$ cat config.mk
export PLATFORM = sky130hd
export DESIGN_NAME = pwm_duty_meas_flat
export DESIGN_NICKNAME = d
export VERILOG_FILES = /design/src/rtl/pwm_meas_pkg.sv /design/src/rtl/pwm_duty_meas_if.sv /design/src/rtl/pwm_sync_edge.sv /design/src/rtl/pwm_duty_meas.sv /design/src/flat_wrapper.sv
export SDC_FILE = /design/constraint.sdc
export NUM_CORES = 1
export LEC_CHECK = 0
export BUFFER_PORTS_ARGS = -buffer_cell sky130_fd_sc_hd__buf_2
export CAP_MARGIN = 15
export CORE_ASPECT_RATIO = 1.25
export CORE_MARGIN = 2
export CORE_UTILIZATION = 60
export CTS_BUF_LIST = sky130_fd_sc_hd__clkbuf_8
export CTS_CLUSTER_DIAMETER = 150
export DETAILED_ROUTE_END_ITERATION = 8
export PLACE_DENSITY = 0.82
export RECOVER_POWER = 50
export SYNTH_ARGS = -nofsm -noshare
export SYNTH_HDL_FRONTEND = slang
export SYNTH_SLANG_ARGS = --single-unit
$ cat constraint.sdc
create_clock -name clk -period 2.07 [get_ports clk]
set_input_delay 0.414 -clock clk [delete_from_list [all_inputs] [get_ports clk]]
set_output_delay 0.414 -clock clk [all_outputs]
set_load 0.01 [all_outputs]
$ cat src/rtl/pwm_meas_pkg.sv
// Shared types and widths for the PWM duty/period measurement block.
package pwm_meas_pkg;

    typedef enum logic [1:0] {WAIT, MEAS, TMO_LO, TMO_HI} meas_state_t;

    localparam int unsigned DUTY_W     = 11;
    localparam int unsigned PER_W      = 12;
    localparam int unsigned PWM_PERIOD = 2048;

    // Highest countable high time; matches the generator's full-scale duty.
    localparam logic [DUTY_W-1:0] HI_MAX  = DUTY_W'(PWM_PERIOD - 1);
    localparam logic [PER_W-1:0]  PER_MAX = '1;

endpackage

$ cat src/rtl/pwm_duty_meas_if.sv
// PWM line in, measurement results out; slave is the measuring block.
interface pwm_duty_meas_if;
    import pwm_meas_pkg::*;

    logic              pwm_in;
    logic [DUTY_W-1:0] duty;
    logic [PER_W-1:0]  period;
    logic              meas_vld;
    logic              locked;
    logic              stuck_hi;

    modport master (output pwm_in, input duty, period, meas_vld, locked, stuck_hi);
    modport slave  (input pwm_in, output duty, period, meas_vld, locked, stuck_hi);

endinterface

$ cat src/rtl/pwm_sync_edge.sv
// Two-flop synchronizer for the asynchronous PWM pin plus a delay flop for edge detection.
module pwm_sync_edge (
    input  logic clk,
    input  logic rst_n,
    input  logic pwm_i,
    output logic pwm_s_o,
    output logic rise_o,
    output logic fall_o
);

    logic sync1_q;
    logic pwm_s_q;
    logic pwm_q;

    always_ff @(posedge clk or negedge rst_n) begin
        if (!rst_n) begin
            sync1_q <= 1'b0;
            pwm_s_q <= 1'b0;
            pwm_q   <= 1'b0;
        end else begin
            sync1_q <= pwm_i;
            pwm_s_q <= sync1_q;
            pwm_q   <= pwm_s_q;
        end
    end

    assign pwm_s_o = pwm_s_q;
    assign rise_o  = pwm_s_q & ~pwm_q;
    assign fall_o  = ~pwm_s_q & pwm_q;

endmodule

$ cat src/rtl/pwm_duty_meas.sv
// Measures high time and rise-to-rise period of a PWM line; flags 0% duty and stuck-high.
module pwm_duty_meas
    import pwm_meas_pkg::*;
#(
    parameter logic [PER_W-1:0] TIMEOUT = 12'd3072
) (
    input  logic           clk,
    input  logic           rst_n,
    pwm_duty_meas_if.slave meas_if
);

    logic pwm_s, rise, fall, tmo;

    meas_state_t       state_q, state_d;
    logic [PER_W-1:0]  per_cnt_q, per_cnt_d;
    logic [DUTY_W-1:0] hi_cnt_q, hi_cnt_d;
    logic [DUTY_W-1:0] duty_q, duty_d;
    logic [PER_W-1:0]  period_q, period_d;
    logic              meas_vld_q, meas_vld_d;
    logic              locked_q, locked_d;
    logic              stuck_hi_q, stuck_hi_d;

    pwm_sync_edge u_sync_edge (
        .clk     (clk),
        .rst_n   (rst_n),
        .pwm_i   (meas_if.pwm_in),
        .pwm_s_o (pwm_s),
        .rise_o  (rise),
        .fall_o  (fall)
    );

    assign tmo = (per_cnt_q == TIMEOUT);

    always_ff @(posedge clk or negedge rst_n) begin
        if (!rst_n) state_q <= WAIT;
        else        state_q <= state_d;
    end

    // A rise always wins over a coincident timeout.
    always_comb begin
        state_d = state_q;
        unique case (state_q)
            WAIT, MEAS: begin
                if (rise)     state_d = MEAS;
                else if (tmo) state_d = pwm_s ? TMO_HI : TMO_LO;
            end
            TMO_LO: if (rise) state_d = MEAS;
            TMO_HI: if (fall) state_d = WAIT;
            default: state_d = WAIT;
        endcase
    end

    always_comb begin
        per_cnt_d  = (per_cnt_q == PER_MAX) ? per_cnt_q : per_cnt_q + 12'd1;
        hi_cnt_d   = (pwm_s && hi_cnt_q != HI_MAX) ? hi_cnt_q + 11'd1 : hi_cnt_q;
        duty_d     = duty_q;
        period_d   = period_q;
        meas_vld_d = 1'b0;
        locked_d   = locked_q;
        stuck_hi_d = stuck_hi_q;
        unique case (state_q)
            WAIT, MEAS: begin
                if (rise) begin
                    // Counters restart at 1 so a full rise-to-rise interval counts exactly.
                    per_cnt_d = 12'd1;
                    hi_cnt_d  = 11'd1;
                    if (state_q == MEAS) begin
                        duty_d     = hi_cnt_q;
                        period_d   = per_cnt_q;
                        meas_vld_d = 1'b1;
                        locked_d   = 1'b1;
                    end
                end else if (tmo) begin
                    duty_d     = pwm_s ? HI_MAX : '0;
                    period_d   = '0;
                    meas_vld_d = 1'b1;
                    locked_d   = 1'b0;
                    stuck_hi_d = pwm_s;
                end
            end
            TMO_LO: begin
                if (rise) begin
                    per_cnt_d = 12'd1;
                    hi_cnt_d  = 11'd1;
                end
            end
            TMO_HI: begin
                if (fall) begin
                    per_cnt_d  = '0;
                    hi_cnt_d   = '0;
                    stuck_hi_d = 1'b0;
                end
            end
            default: ;
        endcase
    end

    always_ff @(posedge clk or negedge rst_n) begin
        if (!rst_n) begin
            per_cnt_q  <= '0;
            hi_cnt_q   <= '0;
            duty_q     <= '0;
            period_q   <= '0;
            meas_vld_q <= 1'b0;
            locked_q   <= 1'b0;
            stuck_hi_q <= 1'b0;
        end else begin
            per_cnt_q  <= per_cnt_d;
            hi_cnt_q   <= hi_cnt_d;
            duty_q     <= duty_d;
            period_q   <= period_d;
            meas_vld_q <= meas_vld_d;
            locked_q   <= locked_d;
            stuck_hi_q <= stuck_hi_d;
        end
    end

    assign meas_if.duty     = duty_q;
    assign meas_if.period   = period_q;
    assign meas_if.meas_vld = meas_vld_q;
    assign meas_if.locked   = locked_q;
    assign meas_if.stuck_hi = stuck_hi_q;

endmodule

$ cat src/flat_wrapper.sv
// flat-port wrapper written by rule: the top's interface ports become plain ports
module pwm_duty_meas_flat import pwm_meas_pkg::*;
#(
    parameter logic [PER_W-1:0] TIMEOUT = 12'd3072
)
  (clk, rst_n, meas_if_pwm_in, meas_if_duty, meas_if_period, meas_if_meas_vld, meas_if_locked, meas_if_stuck_hi);
  pwm_duty_meas_if meas_if_i ();
  input  logic clk;
  input  logic rst_n;
  input wire logic [$bits(meas_if_i.pwm_in)-1:0] meas_if_pwm_in;
  output wire logic [$bits(meas_if_i.duty)-1:0] meas_if_duty;
  output wire logic [$bits(meas_if_i.period)-1:0] meas_if_period;
  output wire logic [$bits(meas_if_i.meas_vld)-1:0] meas_if_meas_vld;
  output wire logic [$bits(meas_if_i.locked)-1:0] meas_if_locked;
  output wire logic [$bits(meas_if_i.stuck_hi)-1:0] meas_if_stuck_hi;
  assign meas_if_i.pwm_in = meas_if_pwm_in;
  assign meas_if_duty = meas_if_i.duty;
  assign meas_if_period = meas_if_i.period;
  assign meas_if_meas_vld = meas_if_i.meas_vld;
  assign meas_if_locked = meas_if_i.locked;
  assign meas_if_stuck_hi = meas_if_i.stuck_hi;
  pwm_duty_meas #(.TIMEOUT(TIMEOUT)) u_core (.clk(clk), .rst_n(rst_n), .meas_if(meas_if_i));
endmodule
After elaboration in Yosys (flattened, before gate mapping)
Cells that the tools add are included.
- add/sub/neg operators: 2
- multipliers: 0
- divide/modulo/power cells: 0
- $lt $le $gt $ge: 0
- eq/ne operators: 12
- shift-type cells: 0
- mux-type cells: 32
- bitwise gates (word level): 4
- reduce and logical (&&, ||, !) cells: 9
- operator list (cell ; count):
    two-way mux 11 bit ; 7
    two-way mux 12 bit ; 6
    equality test 12 bit (second input constant) ; 2
    case mux 12 bit (2 select lines) ; 1
    case mux 11 bit (2 select lines) ; 1
    adder 12 x 1 -> 12 bit (second input constant) ; 1
    adder 11 x 1 -> 11 bit (second input constant) ; 1
    two-way mux 1 bit ; 11
    != test 11 bit (second input constant) ; 1
    two-way mux 2 bit ; 4
    != test 2 x 1 -> 1 bit (second input constant) ; 3
    case mux 2 bit (3 select lines) ; 1
    AND reduction 3 bit ; 2
    equality test 2 bit (second input constant) ; 2
    != test 2 bit (second input constant) ; 2
    AND reduction 4 bit ; 1
    nonzero test 2 bit ; 2
    != test 3 x 1 -> 1 bit (second input constant) ; 1
    OR reduction 3 bit ; 1
    bitwise AND 1 bit ; 2
    equality test 2 x 1 -> 1 bit (second input constant) ; 1
    zero test 2 bit ; 1
    inverter 1 bit ; 2
    case mux 1 bit (2 select lines) ; 1
    other kinds (2) ; 2
- flip-flop bits (word level): 54
- bits in latches: 0
- RAM bits: 0
- bits in read-only memories: 0
- output and inout port bits: 26
- word-level logic and storage cells: 70
- memories kept: 0

Longest topological paths before layout
- depth after elaboration: 5
- depth in mapped cells: 7

Hierarchy
A second synthesis with hierarchy kept.
- cells, all modules: 231
- area total of the unflattened synthesis: 2538.7 um^2
- by module, submodules not included (module ; times used ; cells each ; area an instance (um^2) ; sequential area each (um^2)):
    pwm_duty_meas ; 1 ; 226 ; 2448.6 ; 1276.2
    pwm_sync_edge ; 1 ; 5 ; 90.1 ; 75.1

Worst setup path before layout
Ideal clock, no wire load.
- path kind: register to register
- from: register u_core.per_cnt_q[0]
- to: register u_core.duty_q[10], in the netlist u_core.meas_if.duty[10]
- setup time: 0.134 ns
- data arrival time: 1.559 ns
- required time: 1.936 ns
- path slack: 0.378 ns
- cell stages (with the launch flop): 7
- cell sequence: dfrtp_1 inv_1 ha_1 and4b_1 a41oi_2 clkbuf_1 o21ai_0
- word-level cells in the longest chain between the ends: 3
- ends and longest elaborated chain (what ; RTL line ; source):
    start, declared ; pwm_duty_meas.sv:15 ; logic [PER_W-1:0] per_cnt_q, per_cnt_d;
    start signal, assigned ; pwm_duty_meas.sv:108 ; per_cnt_q <= per_cnt_d;
    equality test 12 bit ; pwm_duty_meas.sv:32 ; assign tmo = (per_cnt_q == TIMEOUT);
    nonzero test 2 bit (no source line) ; - ;
    AND reduction 3 bit (no source line) ; - ;
    end signal, assigned ; pwm_duty_meas.sv:110 ; duty_q <= duty_d;
    end, declared ; pwm_duty_meas.sv:17 ; logic [DUTY_W-1:0] duty_q, duty_d;
Every way passes these cells.
A chain may end at the register's enable or synchronous reset.

Final worst setup path
- from: register u_core.per_cnt_q[0]
- to: register u_core.per_cnt_q[1]
- word-level cells in the longest chain between the ends: 4
- ends and longest elaborated chain (what ; RTL line ; source):
    adder 12 x 1 -> 12 bit or equality test 12 bit (tied branches) ; pwm_duty_meas.sv:54 ; per_cnt_d = (per_cnt_q == PER_MAX) ? per_cnt_q : per_cnt_q + 12'd1;
    two-way mux 12 bit (*) ; pwm_duty_meas.sv:54 ;
    two-way mux 12 bit, on equally long branches ; pwm_duty_meas.sv:88, pwm_duty_meas.sv:63, pwm_duty_meas.sv:82 ;
    case mux 12 bit (2 select lines) (*) ; pwm_duty_meas.sv:61 ; unique case (state_q)
    via u_core.per_cnt_d[1] ; pwm_duty_meas.sv:15 ;
Mark *: on every way through the listed nets, which the timed path passes. The rest lies on a longest branch.

==> results by group <==
Worst setup path
  – Crit path max-delay family: simple AND/OR/NAND/NOR gates
  – FF-to-FF Start: u_core.per_cnt_q[0]
  – Worst reg2reg setup slack: 0.20 ns
  – R2r worst-path depth: 5
  – CP cell instances: ha_1, nand4_4, nor4_4, mux2i_1, nor2_1
  – Terminus of the critical flop-to-flop path: u_core.per_cnt_q[1]
  – Crit-path max FO: 9
  – Worst EP required: 2.28 ns
  – CP Data Arrival Time: 2.08 ns
  – Critical Path Start: u_core.per_cnt_q[0]
  – CP Capture Type: flop
  – CP Depth: 5
  – Critical path class: flop to flop
  – Crit start category: flop
  – CP endpoint: u_core.per_cnt_q[1]
  – CP max-delay cell: nor4_4
  – Largest stage delay, worst path: 0.54 ns
  – Buf/Inv on CP: 0

Yosys
  – Yosys top cell by area: dfrtp_1
  – Ys Warns: 0
  – Count leader, synth: dfrtp_1
  – Register area share after synthesis: 52.20%
  – Average size of a mapped cell: 10.44 µm²
  – Distinct cell type count after synthesis: 47
  – Top cells by count, synth: 54 x dfrtp_1, 25 x o21ai_0, 23 x nand2_1
  – Synth Flop Type: dfrtp_1
  – Post-Syn Instances: 248
  – Post-synth EDFFs: 0
  – Top cells by area in the synthesized netlist: dfrtp_1 52%, o21ai_0 4.8%, a22o_1 3.7%
  – Syn nets: 254
  – Asr flop ratio synth: 100.0%
  – Register bit count reported by yosys: 54
  – Mapped Area: 2589 µm²
  – Top cell type's share of synthesized area: 52.20%

Timing
  – Max Slew Vio Count: 0
  – Hold Fails Final Rpt: 0
  – Max frequency: 534.4 MHz
  – Layout Skew: 0.005812 ns
  – Least-Margin Pin Slew: 1.320 ns
  – RSZ-0062 raised after global routing: false
  – Setup violators final: 0
  – Min Clock Period, post-route: 1.871 ns
  – Relative max-transition margin: 12.02%
  – Setup TNS: 0 ns
  – Post-route setup slack: 0.1986 ns
  – Fin crit share: 90.40%

Power
  – Pint: 1.656 mW
  – Switch Pwr: 0.7475 mW
  – Clk pwr share: 26.0%
  – P per Cell Area: 828.2 nW/µm²
  – Reg power frac: 54.5%
  – Combinational Power Share: 19.4%
  – Fraction of power spent switching nets: 31.11%
  – VDD IR max: 0.0005186 V
  – LEAKAGE: 1.332 nW

Global route
  – Total GRT Usage: 23.05%
  – Global-route wire length before repair: 8.818 mm
  – GRT overflow: 0
  – Largest net degree at the start of global routing: 36
  – Via count of the first global-routing pass: 1925
  – Initial antenna violation count: 0

Clock tree
  – CTS Buffer Depth: 2
  – # Post-CTS Setup Buffers: 0
  – CTS resizes: 0
  – H-tree depth reported by CTS: 2
  – CTS tree: done
  – Clock sink count: 54
  – Root Buffer Master: clkbuf_8
  – CTS Buf Count: 5
  – Cts hold-fix bufs: 0
  – Clk_lat worst skew: 0.31 ns
  – Clock slew at reported path FFs: 0.10 ns

Placement
  – DPL Wire Length: 3.730 mm
  – Dpl ws: 0.2157 ns
  – Port Buffers: 28
  – Routability cong.: 0.8852

Floorplan
  – Die boundary width: 62.75 µm
  – Effective utilization at floorplan: 62.66%
  – Die H: 77.44 µm
  – FP Rows: 26
  – Total core area: 4131 µm²
  – Number of I/O pins: 29
  – Die area: 4859 µm²

Routing
  – Drt pass-1 iters: 4
  – Routed wire length per instance: 15.83 µm
  – DRC Markers: 0
  – Vias post-DR: 2024
  – WL final: 5.271 mm
  – Vias per Instance: 6.078
  – Routed Antenna Nets: 0
  – DRT iter0 DRCs: 131

Min path
  – Worst Hold Class: input pin to flop
  – HP Start: meas_if_pwm_in

Status
  – Run status: finished clean

Layout
  – # diodes: 0
  – Nets: 282
  – Share of cells above drive strength 1: 16.25%
  – Final core utilization: 70.23%
  – Area delta synth->final: 12.08%

Run
  – Max_cap viols: 0
==> layout by cell type (no fill, tap or decap), types with 5 or more instances in the layout <==
cell type and n:
a21oi_1 18, a22o_1 11, and3_1 5, buf_2 17, buf_4 6, clkbuf_1 11
clkbuf_8 6, dfrtp_1 54, inv_1 6, nand2_1 23, nand3_1 9, nor2_1 9
o21ai_0 25
==> cell type report <==
| type | count | area, µm² |
|---|---|---|
| inverter | 6 | 22.52 |
| timing repair buffer | 36 | 211.5 |
| tap | 56 | 70.07 |
| clock inverter | 2 | 16.27 |
| fill | 316 | 1230 |
| sequential | 54 | 1351 |
| multi-input combinational | 173 | 1147 |
| clock buffer | 6 | 82.58 |
==> flip-flops by register name (all words and copies together) (netlist names) <==
signal,flops
u_core.u_sync_edge.pwm_q,1
u_core.meas_if.stuck_hi,1
u_core.meas_if.duty,11
u_core.hi_cnt_q,11
u_core.u_sync_edge.sync1_q,1
u_core.meas_if.locked,1
u_core.per_cnt_q,12
u_core.u_sync_edge.pwm_s_o,1
u_core.meas_if.meas_vld,1
u_core.state_q,2
u_core.meas_if.period,12
==> power by group through the flow <==
stage	Clock, mW	Sequential, mW	Combinational (mW)
final	0.626	1.31	0.467
after global routing	0.685	1.33	0.520
after CTS	0.638	1.31	0.480
after detailed placement	0	1.33	0.476
after global placement	0	1.33	0.459
after floorplan	0	1.31	0.299
==> kinds of logic after synthesis <==
logic type / after synthesis / synth area share (%)
AO/OA/AOI/OAI: 82 / 20.44
XOR/XNOR: 4 / 1.354
buffers and inverters: 21 / 3.480
flip-flops: 54 / 52.20
multiplexers: 4 / 1.547
AND/OR/NAND/NOR: 80 / 19.53
adder cells (fa/ha/maj): 3 / 1.450
==> layer usage <==
metal	share of wire [%]	GRT usage [%]
met5	0	0
met4	2.4	9.556
met3	3.6	4.203
met2	48	37.63
met1	46	30.38
==> worst min-delay path by stage <==
| stage | to | slack (ns) | depth (start not counted) |
|---|---|---|---|
| final | u_core.u_sync_edge.sync1_q | 0.20 | 1 |
| after global routing | u_core.u_sync_edge.sync1_q | 0.19 | 1 |
| after CTS | u_core.meas_if.period[4] | 0.09 | 1 |
| after detailed placement | u_core.u_sync_edge.pwm_s_o | 0.34 | 0 |
| after global placement | u_core.u_sync_edge.pwm_s_o | 0.34 | 0 |
| after floorplan | u_core.hi_cnt_q[0] | 0.12 | 0 |
==> per-stage QoR <==
step	hold slack [ns]	power (mW)	cells	instance area (µm²)
after floorplan	0.1184	1.612	248	2589
after global placement	0.3384	1.785	325	2816
after detailed placement	0.3394	1.804	325	2816
after CTS	0.09302	2.426	333	2915
after global routing	0.1911	2.537	333	2902
final	0.2040	2.403	333	2902
No activity file was read; power rests on OpenSTA's default activity.
